===== config.mk =====
export PLATFORM = sky130hd
export DESIGN_NAME = mmss_bcd_timer
export DESIGN_NICKNAME = d
export VERILOG_FILES = /design/src/rtl/mmss_bcd_timer.sv
export SDC_FILE = /design/constraint.sdc
export NUM_CORES = 1
export LEC_CHECK = 0
export CAP_MARGIN = 15
export CORE_UTILIZATION = 30
export CTS_BUF_LIST = sky130_fd_sc_hd__clkbuf_8 sky130_fd_sc_hd__clkbuf_16
export CTS_CLUSTER_DIAMETER = 60
export DETAILED_ROUTE_END_ITERATION = 16
export GPL_ROUTABILITY_DRIVEN = 1
export SETUP_SLACK_MARGIN = 0.1
export SYNTH_ARGS = -nofsm -noshare
export SYNTH_HDL_FRONTEND = slang
export SYNTH_SLANG_ARGS = --single-unit

===== constraint.sdc =====
create_clock -name clk -period 1.8 [get_ports clk]
set_input_delay 0.45 -clock clk [delete_from_list [all_inputs] [get_ports clk]]
set_output_delay 0.45 -clock clk [all_outputs]
set_load 0.03 [all_outputs]

===== src/rtl/mmss_bcd_timer.sv =====
// ---------------------------------------------------------------------------
// mmss_bcd_timer
//
// Free-running BCD minute:second timer. A prescaler divides clk down to a
// one-second tick, and each tick ripples the four mm:ss digits. A small
// IDLE/RUN/PAUSE state machine is driven by start/stop/clear pulses.
// Per-second (sec_tick) and roll-over (wrap) strobes feed display and chime
// logic.
//
// Parameters:
//   CLK_DIV  clk cycles per one-second tick (>= 2)
//   PRESC_W  prescaler width, 2**PRESC_W >= CLK_DIV
//
// Ports:
//   clk        in   system clock, rising edge
//   rst        in   synchronous active-high reset
//   start      in   pulse: begin / resume counting
//   stop       in   pulse: pause counting
//   clear      in   pulse: zero the digits, return to IDLE
//   nums_0_s   out  [3:0] seconds ones, 0-9
//   nums_1_s   out  [2:0] seconds tens, 0-5
//   nums_0_m   out  [3:0] minutes ones, 0-9
//   nums_1_m   out  [2:0] minutes tens, 0-5
//   running    out  high while in RUN
//   sec_tick   out  one-cycle pulse on every digit advance
//   wrap       out  one-cycle pulse on 59:59 -> 00:00
//
// Optional build macro TIMER_LOAD_EN adds a preset path:
//   load       in   pulse: copy load_* into the digits (IDLE/PAUSE only)
//   load_m1    in   [2:0] minutes tens value
//   load_m0    in   [3:0] minutes ones value
//   load_s1    in   [2:0] seconds tens value
//   load_s0    in   [3:0] seconds ones value
//   load_err   out  one-cycle pulse when a load is rejected as out of range
// ---------------------------------------------------------------------------
module mmss_bcd_timer #(
    parameter int CLK_DIV = 50000000,
    parameter int PRESC_W = 26
) (
    input  logic       clk,
    input  logic       rst,
    input  logic       start,
    input  logic       stop,
    input  logic       clear,
`ifdef TIMER_LOAD_EN
    input  logic       load,
    input  logic [2:0] load_m1,
    input  logic [3:0] load_m0,
    input  logic [2:0] load_s1,
    input  logic [3:0] load_s0,
    output logic       load_err,
`endif
    output logic [3:0] nums_0_s,
    output logic [2:0] nums_1_s,
    output logic [3:0] nums_0_m,
    output logic [2:0] nums_1_m,
    output logic       running,
    output logic       sec_tick,
    output logic       wrap
);

    typedef enum logic [1:0] {
        ST_IDLE  = 2'd0,
        ST_RUN   = 2'd1,
        ST_PAUSE = 2'd2
    } state_t;

    localparam logic [PRESC_W-1:0] PRESC_LAST = PRESC_W'(CLK_DIV - 1);

    state_t             state_q;
    logic [PRESC_W-1:0] presc_q;
    logic [3:0]         s0_q;
    logic [2:0]         s1_q;
    logic [3:0]         m0_q;
    logic [2:0]         m1_q;
    logic               running_q;
    logic               sec_tick_q;
    logic               wrap_q;

    // Incremented digit set, used only on a tick edge.
    logic [3:0] s0_inc;
    logic [2:0] s1_inc;
    logic [3:0] m0_inc;
    logic [2:0] m1_inc;
    logic       roll_over;
    logic       tick_due;

    assign tick_due = (state_q == ST_RUN) && (presc_q == PRESC_LAST);

    // Ripple BCD increment. The >= compares fold any stray value back to 0
    // so a digit can never stick outside its legal range.
    always_comb begin
        // NOTE: every output of a combinational block gets a default first;
        // a path that leaves one unassigned would infer a latch.
        s0_inc    = s0_q;
        s1_inc    = s1_q;
        m0_inc    = m0_q;
        m1_inc    = m1_q;
        roll_over = 1'b0;
        if (s0_q >= 4'd9) begin
            s0_inc = 4'd0;
            if (s1_q >= 3'd5) begin
                s1_inc = 3'd0;
                if (m0_q >= 4'd9) begin
                    m0_inc = 4'd0;
                    if (m1_q >= 3'd5) begin
                        m1_inc    = 3'd0;
                        roll_over = 1'b1;
                    end else begin
                        m1_inc = m1_q + 3'd1;
                    end
                end else begin
                    m0_inc = m0_q + 4'd1;
                end
            end else begin
                s1_inc = s1_q + 3'd1;
            end
        end else begin
            s0_inc = s0_q + 4'd1;
        end
    end

`ifdef TIMER_LOAD_EN
    logic load_err_q;
    logic load_ok;
    logic load_take;

    assign load_ok   = (load_s0 <= 4'd9) && (load_s1 <= 3'd5) &&
                       (load_m0 <= 4'd9) && (load_m1 <= 3'd5);
    // A load in RUN is ignored entirely and falls through to stop/start.
    assign load_take = load && (state_q != ST_RUN);
    assign load_err  = load_err_q;
`endif

    // Single state machine: state, prescaler, digits and all registered
    // outputs. Priority is rst > clear > (load) > stop > start.
    always_ff @(posedge clk) begin
        if (rst) begin
            // NOTE: reset is sampled on the clock edge, so it lives inside the
            // clocked branch and the sensitivity list holds only clk.
            state_q    <= ST_IDLE;
            presc_q    <= '0;
            s0_q       <= '0;
            s1_q       <= '0;
            m0_q       <= '0;
            m1_q       <= '0;
            running_q  <= 1'b0;
            sec_tick_q <= 1'b0;
            wrap_q     <= 1'b0;
`ifdef TIMER_LOAD_EN
            load_err_q <= 1'b0;
`endif
        end else begin
            // NOTE: non-blocking assignments throughout, so every register
            // sees the pre-edge values of the others regardless of order.
            sec_tick_q <= 1'b0;
            wrap_q     <= 1'b0;
`ifdef TIMER_LOAD_EN
            load_err_q <= 1'b0;
`endif
            if (clear) begin
                // Any tick due on this edge is dropped.
                state_q   <= ST_IDLE;
                presc_q   <= '0;
                s0_q      <= '0;
                s1_q      <= '0;
                m0_q      <= '0;
                m1_q      <= '0;
                running_q <= 1'b0;
            end
`ifdef TIMER_LOAD_EN
            else if (load_take) begin
                if (load_ok) begin
                    state_q <= ST_PAUSE;
                    presc_q <= '0;
                    s0_q    <= load_s0;
                    s1_q    <= load_s1;
                    m0_q    <= load_m0;
                    m1_q    <= load_m1;
                end else begin
                    load_err_q <= 1'b1;
                end
                running_q <= 1'b0;
            end
`endif
            else begin
                // The prescaler follows the current state, so the stop edge
                // itself still counts and PAUSE keeps the sub-second phase.
                if (state_q == ST_RUN) begin
                    if (tick_due) begin
                        presc_q    <= '0;
                        s0_q       <= s0_inc;
                        s1_q       <= s1_inc;
                        m0_q       <= m0_inc;
                        m1_q       <= m1_inc;
                        sec_tick_q <= 1'b1;
                        wrap_q     <= roll_over;
                    end else begin
                        presc_q <= presc_q + 1'b1;
                    end
                end

                unique case (state_q)
                    ST_IDLE: begin
                        if (start && !stop) begin
                            state_q   <= ST_RUN;
                            running_q <= 1'b1;
                        end
                    end
                    ST_RUN: begin
                        if (stop) begin
                            state_q   <= ST_PAUSE;
                            running_q <= 1'b0;
                        end
                    end
                    ST_PAUSE: begin
                        if (start && !stop) begin
                            state_q   <= ST_RUN;
                            running_q <= 1'b1;
                        end
                    end
                    default: begin
                        state_q   <= ST_IDLE;
                        running_q <= 1'b0;
                    end
                endcase
            end
        end
    end

    assign nums_0_s = s0_q;
    assign nums_1_s = s1_q;
    assign nums_0_m = m0_q;
    assign nums_1_m = m1_q;
    assign running  = running_q;
    assign sec_tick = sec_tick_q;
    assign wrap     = wrap_q;

endmodule


==> metrics.txt <==
# TYPE chip_impl_metric gauge
chip_impl_info{name="status",value="completed"} 1
chip_impl_metric{name="effective_utilization_at_floorplan",unit=""} 0.317
chip_impl_metric{name="clk-insertion-delay-late",unit="ns"} 0.30
chip_impl_metric{name="synthCells",unit=""} 285
chip_impl_metric{name="detailroute.via_count",unit=""} 2343
chip_impl_metric{name="grt_pass1_wl",unit="um"} 9800
chip_impl_metric{name="clock_tree.buffer_depth",unit=""} 2
chip_impl_metric{name="buffers_on_ports",unit=""} 21
chip_impl_metric{name="io-pin-count",unit=""} 22
chip_impl_metric{name="finalNetCount",unit=""} 355
chip_impl_metric{name="place_area",unit="um2"} 2970
chip_impl_metric{name="finalWirelength",unit="um"} 6230
chip_impl_metric{name="cts-htree-levels",unit=""} 2
chip_impl_metric{name="p_total",unit="mW"} 1.67
chip_impl_metric{name="final_cell_area_excluding_filler_cells",unit="um2"} 3340
chip_impl_info{name="top_usage_layer",value="met2"} 1
chip_impl_metric{name="cts_inserted_buffers",unit=""} 5
chip_impl_metric{name="timing.final.max_slew_violations",unit=""} 0
chip_impl_metric{name="critical_path.max_fanout",unit=""} 4
chip_impl_metric{name="die_area",unit="um2"} 8710
chip_impl_metric{name="first_global_vias",unit=""} 2085
chip_impl_metric{name="cts-hold-fix-buffers",unit=""} 0
chip_impl_metric{name="antenna_cells_inserted",unit=""} 0
chip_impl_metric{name="die-width",unit="um"} 93.3
chip_impl_metric{name="hpwl",unit="um"} 4270
chip_impl_metric{name="clock_sink_count",unit=""} 45
chip_impl_metric{name="leakage",unit="nW"} 1.28
chip_impl_info{name="worst_path_dominant_cell_family",value="simple AND/OR/NAND/NOR gates"} 1
chip_impl_metric{name="final-setup-viol-count",unit=""} 0
chip_impl_metric{name="antenna_violations_before_repair",unit=""} 0
chip_impl_metric{name="core_footprint",unit="um2"} 7890
chip_impl_metric{name="post-route-drc-count",unit=""} 0
chip_impl_metric{name="timing.max_slew.rel_slack",unit=""} 0.802
chip_impl_metric{name="finalSetupTns",unit="ns"} 0
chip_impl_metric{name="synth_enable_flop_cells",unit=""} 0
chip_impl_metric{name="max_cap_viol_count",unit=""} 0
chip_impl_metric{name="dr.first_iter.drc_count",unit=""} 151
chip_impl_metric{name="wire_per_inst",unit="um"} 14.1
chip_impl_metric{name="die_y",unit="um"} 93.3
chip_impl_info{name="crit_path_frequent_cell",value="or4_4"} 1
chip_impl_info{name="min_path_type",value="reg2reg"} 1
chip_impl_metric{name="hold-worst-slack",unit="ns"} 0.494
chip_impl_metric{name="global_route_congestion_overflow_total",unit=""} 0
chip_impl_metric{name="final_hold_viol_count",unit=""} 0
chip_impl_metric{name="nets_in_the_synthesized_netlist",unit=""} 301
chip_impl_info{name="timing_worst_setup_path_type",value="reg2reg"} 1
chip_impl_metric{name="grt_util_met2",unit=""} 0.219
chip_impl_info{name="critical_path.startpoint_type",value="flop"} 1
chip_impl_metric{name="final.min_clock_period",unit="ns"} 1.68
chip_impl_metric{name="yosysUniqueCellTypes",unit=""} 51
chip_impl_metric{name="firstDrtPassIters",unit=""} 4
chip_impl_metric{name="avgViaCountPerCell",unit=""} 5.30
chip_impl_metric{name="flow.area_growth_from_synthesis",unit="%"} 33.6
chip_impl_metric{name="pin_count_of_the_biggest_net_entering_global_routing",unit=""} 21
chip_impl_metric{name="number_of_core_rows",unit=""} 32
chip_impl_metric{name="ys_ff_latch",unit=""} 45
chip_impl_metric{name="clkTransAtPathRegs",unit="ns"} 0.08
chip_impl_metric{name="filler_cells_inserted",unit=""} 752
chip_impl_metric{name="layout_cells_sized_above_1",unit=""} 0.274
chip_impl_metric{name="path_buf_inv",unit=""} 1
chip_impl_metric{name="crit_path_max_incr_delay",unit="ns"} 0.51
chip_impl_metric{name="grt_util_met1",unit=""} 0.192
chip_impl_info{name="clk_root_buffer_cell",value="clkbuf_8"} 1
chip_impl_info{name="endpoint_kind",value="flop"} 1
chip_impl_metric{name="power_density",unit="nW/um2"} 500
chip_impl_metric{name="gpl.final_weighted_congestion",unit=""} 0.808
chip_impl_info{name="crit_path_top_delay_cell",value="or4_4"} 1
chip_impl_metric{name="tightest_slew",unit="ns"} 0.295
chip_impl_metric{name="cell_area_after_synthesis",unit="um2"} 2500
chip_impl_info{name="tritoncts",value="built"} 1
chip_impl_metric{name="yosysWarningCount",unit=""} 0
chip_impl_metric{name="avgSynthCellArea",unit="um2"} 8.78
chip_impl_metric{name="cp.required",unit="ns"} 2.03
chip_impl_metric{name="grt.total_usage",unit=""} 0.141
chip_impl_metric{name="worst-endpoint-arrival",unit="ns"} 1.92
chip_impl_metric{name="period_share",unit=""} 0.935
chip_impl_metric{name="final.setup_skew",unit="ns"} 0.0143
chip_impl_info{name="grt_setup_unrepaired",value="true"} 1
chip_impl_metric{name="synth.yosys.seq_area_share",unit=""} 0.360
chip_impl_metric{name="number_of_cells_after_detailed_placement",unit=""} 418
chip_impl_metric{name="upper_clock_frequency_limit",unit="GHz"} 0.594
chip_impl_metric{name="non_filler_cells_in_the_finished_layout",unit=""} 442
chip_impl_metric{name="peakVddDrop",unit="uV"} 256
chip_impl_metric{name="final_antenna_net_count",unit=""} 0
chip_impl_info{name="path_cells",value="buf_4 -> nand4_1 -> or4_4 -> or4_4 -> a21oi_2"} 1
chip_impl_metric{name="gr-usage-met3",unit=""} 0.0211
chip_impl_metric{name="async_flop_share",unit=""} 0
chip_impl_info{name="yosys_most_used_dff",value="dfxtp_1"} 1
## layer usage
layer / vias up / wire, um / part of all wire
li1: 1188 / - / -
met1: 1111 / 3060 / 0.49
met2: 36 / 2900 / 0.46
met3: 8 / 163 / 0.026
met4: 0 / 114 / 0.018
met5: - / 0 / 0
## final cells by class
| cell class | instances | area [um2] | area share |
|---|---|---|---|
| Multi-Input combinational cell | 214 | 1580 | 0.472 |
| Clock inverter | 3 | 13.8 | 0.00412 |
| Timing Repair Buffer | 62 | 588 | 0.176 |
| Sequential cell | 45 | 926 | 0.277 |
| Inverter | 11 | 41.3 | 0.0124 |
| Tap cell | 102 | 128 | 0.0382 |
| Clock buffer | 5 | 68.8 | 0.0206 |
## tightest hold or removal path, delay by kind of cell, from the launching register on
family	cells	cell delay [ns]
compound gates	2	0.12
flops	1	0.33
## logic make-up after synthesis
| family | Yosys count | share of synthesized area |
|---|---|---|
| AOI/OAI and AO/OA | 61 | 0.160 |
| buffers and inverters | 26 | 0.0555 |
| muxes | 2 | 0.00800 |
| adders and majority gates | 11 | 0.0550 |
| DFF | 45 | 0.360 |
| and+or+nand+nor | 129 | 0.323 |
| xor gates and xnor gates | 11 | 0.0385 |
## synthesized netlist by cell type (6+ instances only)
master   instances  share of area
ha_1            11          0.055
nand3_1         13          0.026
o31ai_1         15          0.045
nand4_1         19          0.048
inv_1           10          0.015
dfxtp_1         45           0.36
and3_1           6          0.015
a21oi_1         26          0.052
or4_1           12          0.036
or3_1            6          0.015
o21ai_0          8          0.016
nor2_1          20          0.030
nand2_1         14          0.021
xor2_1           7          0.025
buf_2            7          0.014
## final timing paths
kind | start | end | slack, ns | cells past startpoint
setup / recovery | presc_q[0] | presc_q[21] | 0.12 | 5
hold / removal | presc_q[23] | presc_q[23] | 0.49 | 2
setup reg to reg | presc_q[0] | presc_q[21] | 0.12 | 5
hold reg to reg | presc_q[23] | presc_q[23] | 0.49 | 2
## stage by stage
step	util	setup slack (ns)
6_report	0.424	0.117
5_1_grt	0.424	0.0226
4_1_cts	0.394	0.101
3_5_place_dp	0.376	0.0392
3_3_place_gp	0.376	0.0558
2_1_floorplan	-	0.102
## flip-flops by register name, summed over array words and instances (netlist names)
name      cells
nums_0_m      4
nums_0_s      4
nums_1_m      3
nums_1_s      3
presc_q      26
running       1
sec_tick      1
state_q       2
wrap          1
## repair_timing
| action | CTS | global route |
|---|---|---|
| pin swaps | 3 | 7 |
| hold endpoints to repair | 0 | 0 |
| endpoints found under the setup margin | 38 | 33 |
| gates resized for setup | 31 | 22 |
| gates cloned | 0 | 3 |
| buffers inserted | 3 | 10 |
## cells in the final DEF (no fill, tap or decap), drive strengths merged, types with 5 or more instances in the layout
master	count
a21oi	26
and3	6
and4	5
buf	39
clkbuf	7
dfxtp	45
dlygate4sd2	16
ha	11
inv	12
nand2	14
nand3	14
nand4	22
nor2	20
o21ai	9
o31ai	15
or3	6
or4	12
xor2	7
## where the power goes
part           switching (mW)  total [mW]  internal [mW]  leakage [nW]
Clock                   0.332       0.595          0.264        0.0491
Sequential            0.00178       0.995          0.993         0.371
Combinational          0.0372      0.0789         0.0417         0.858
(Power assumes the default switching activity.)
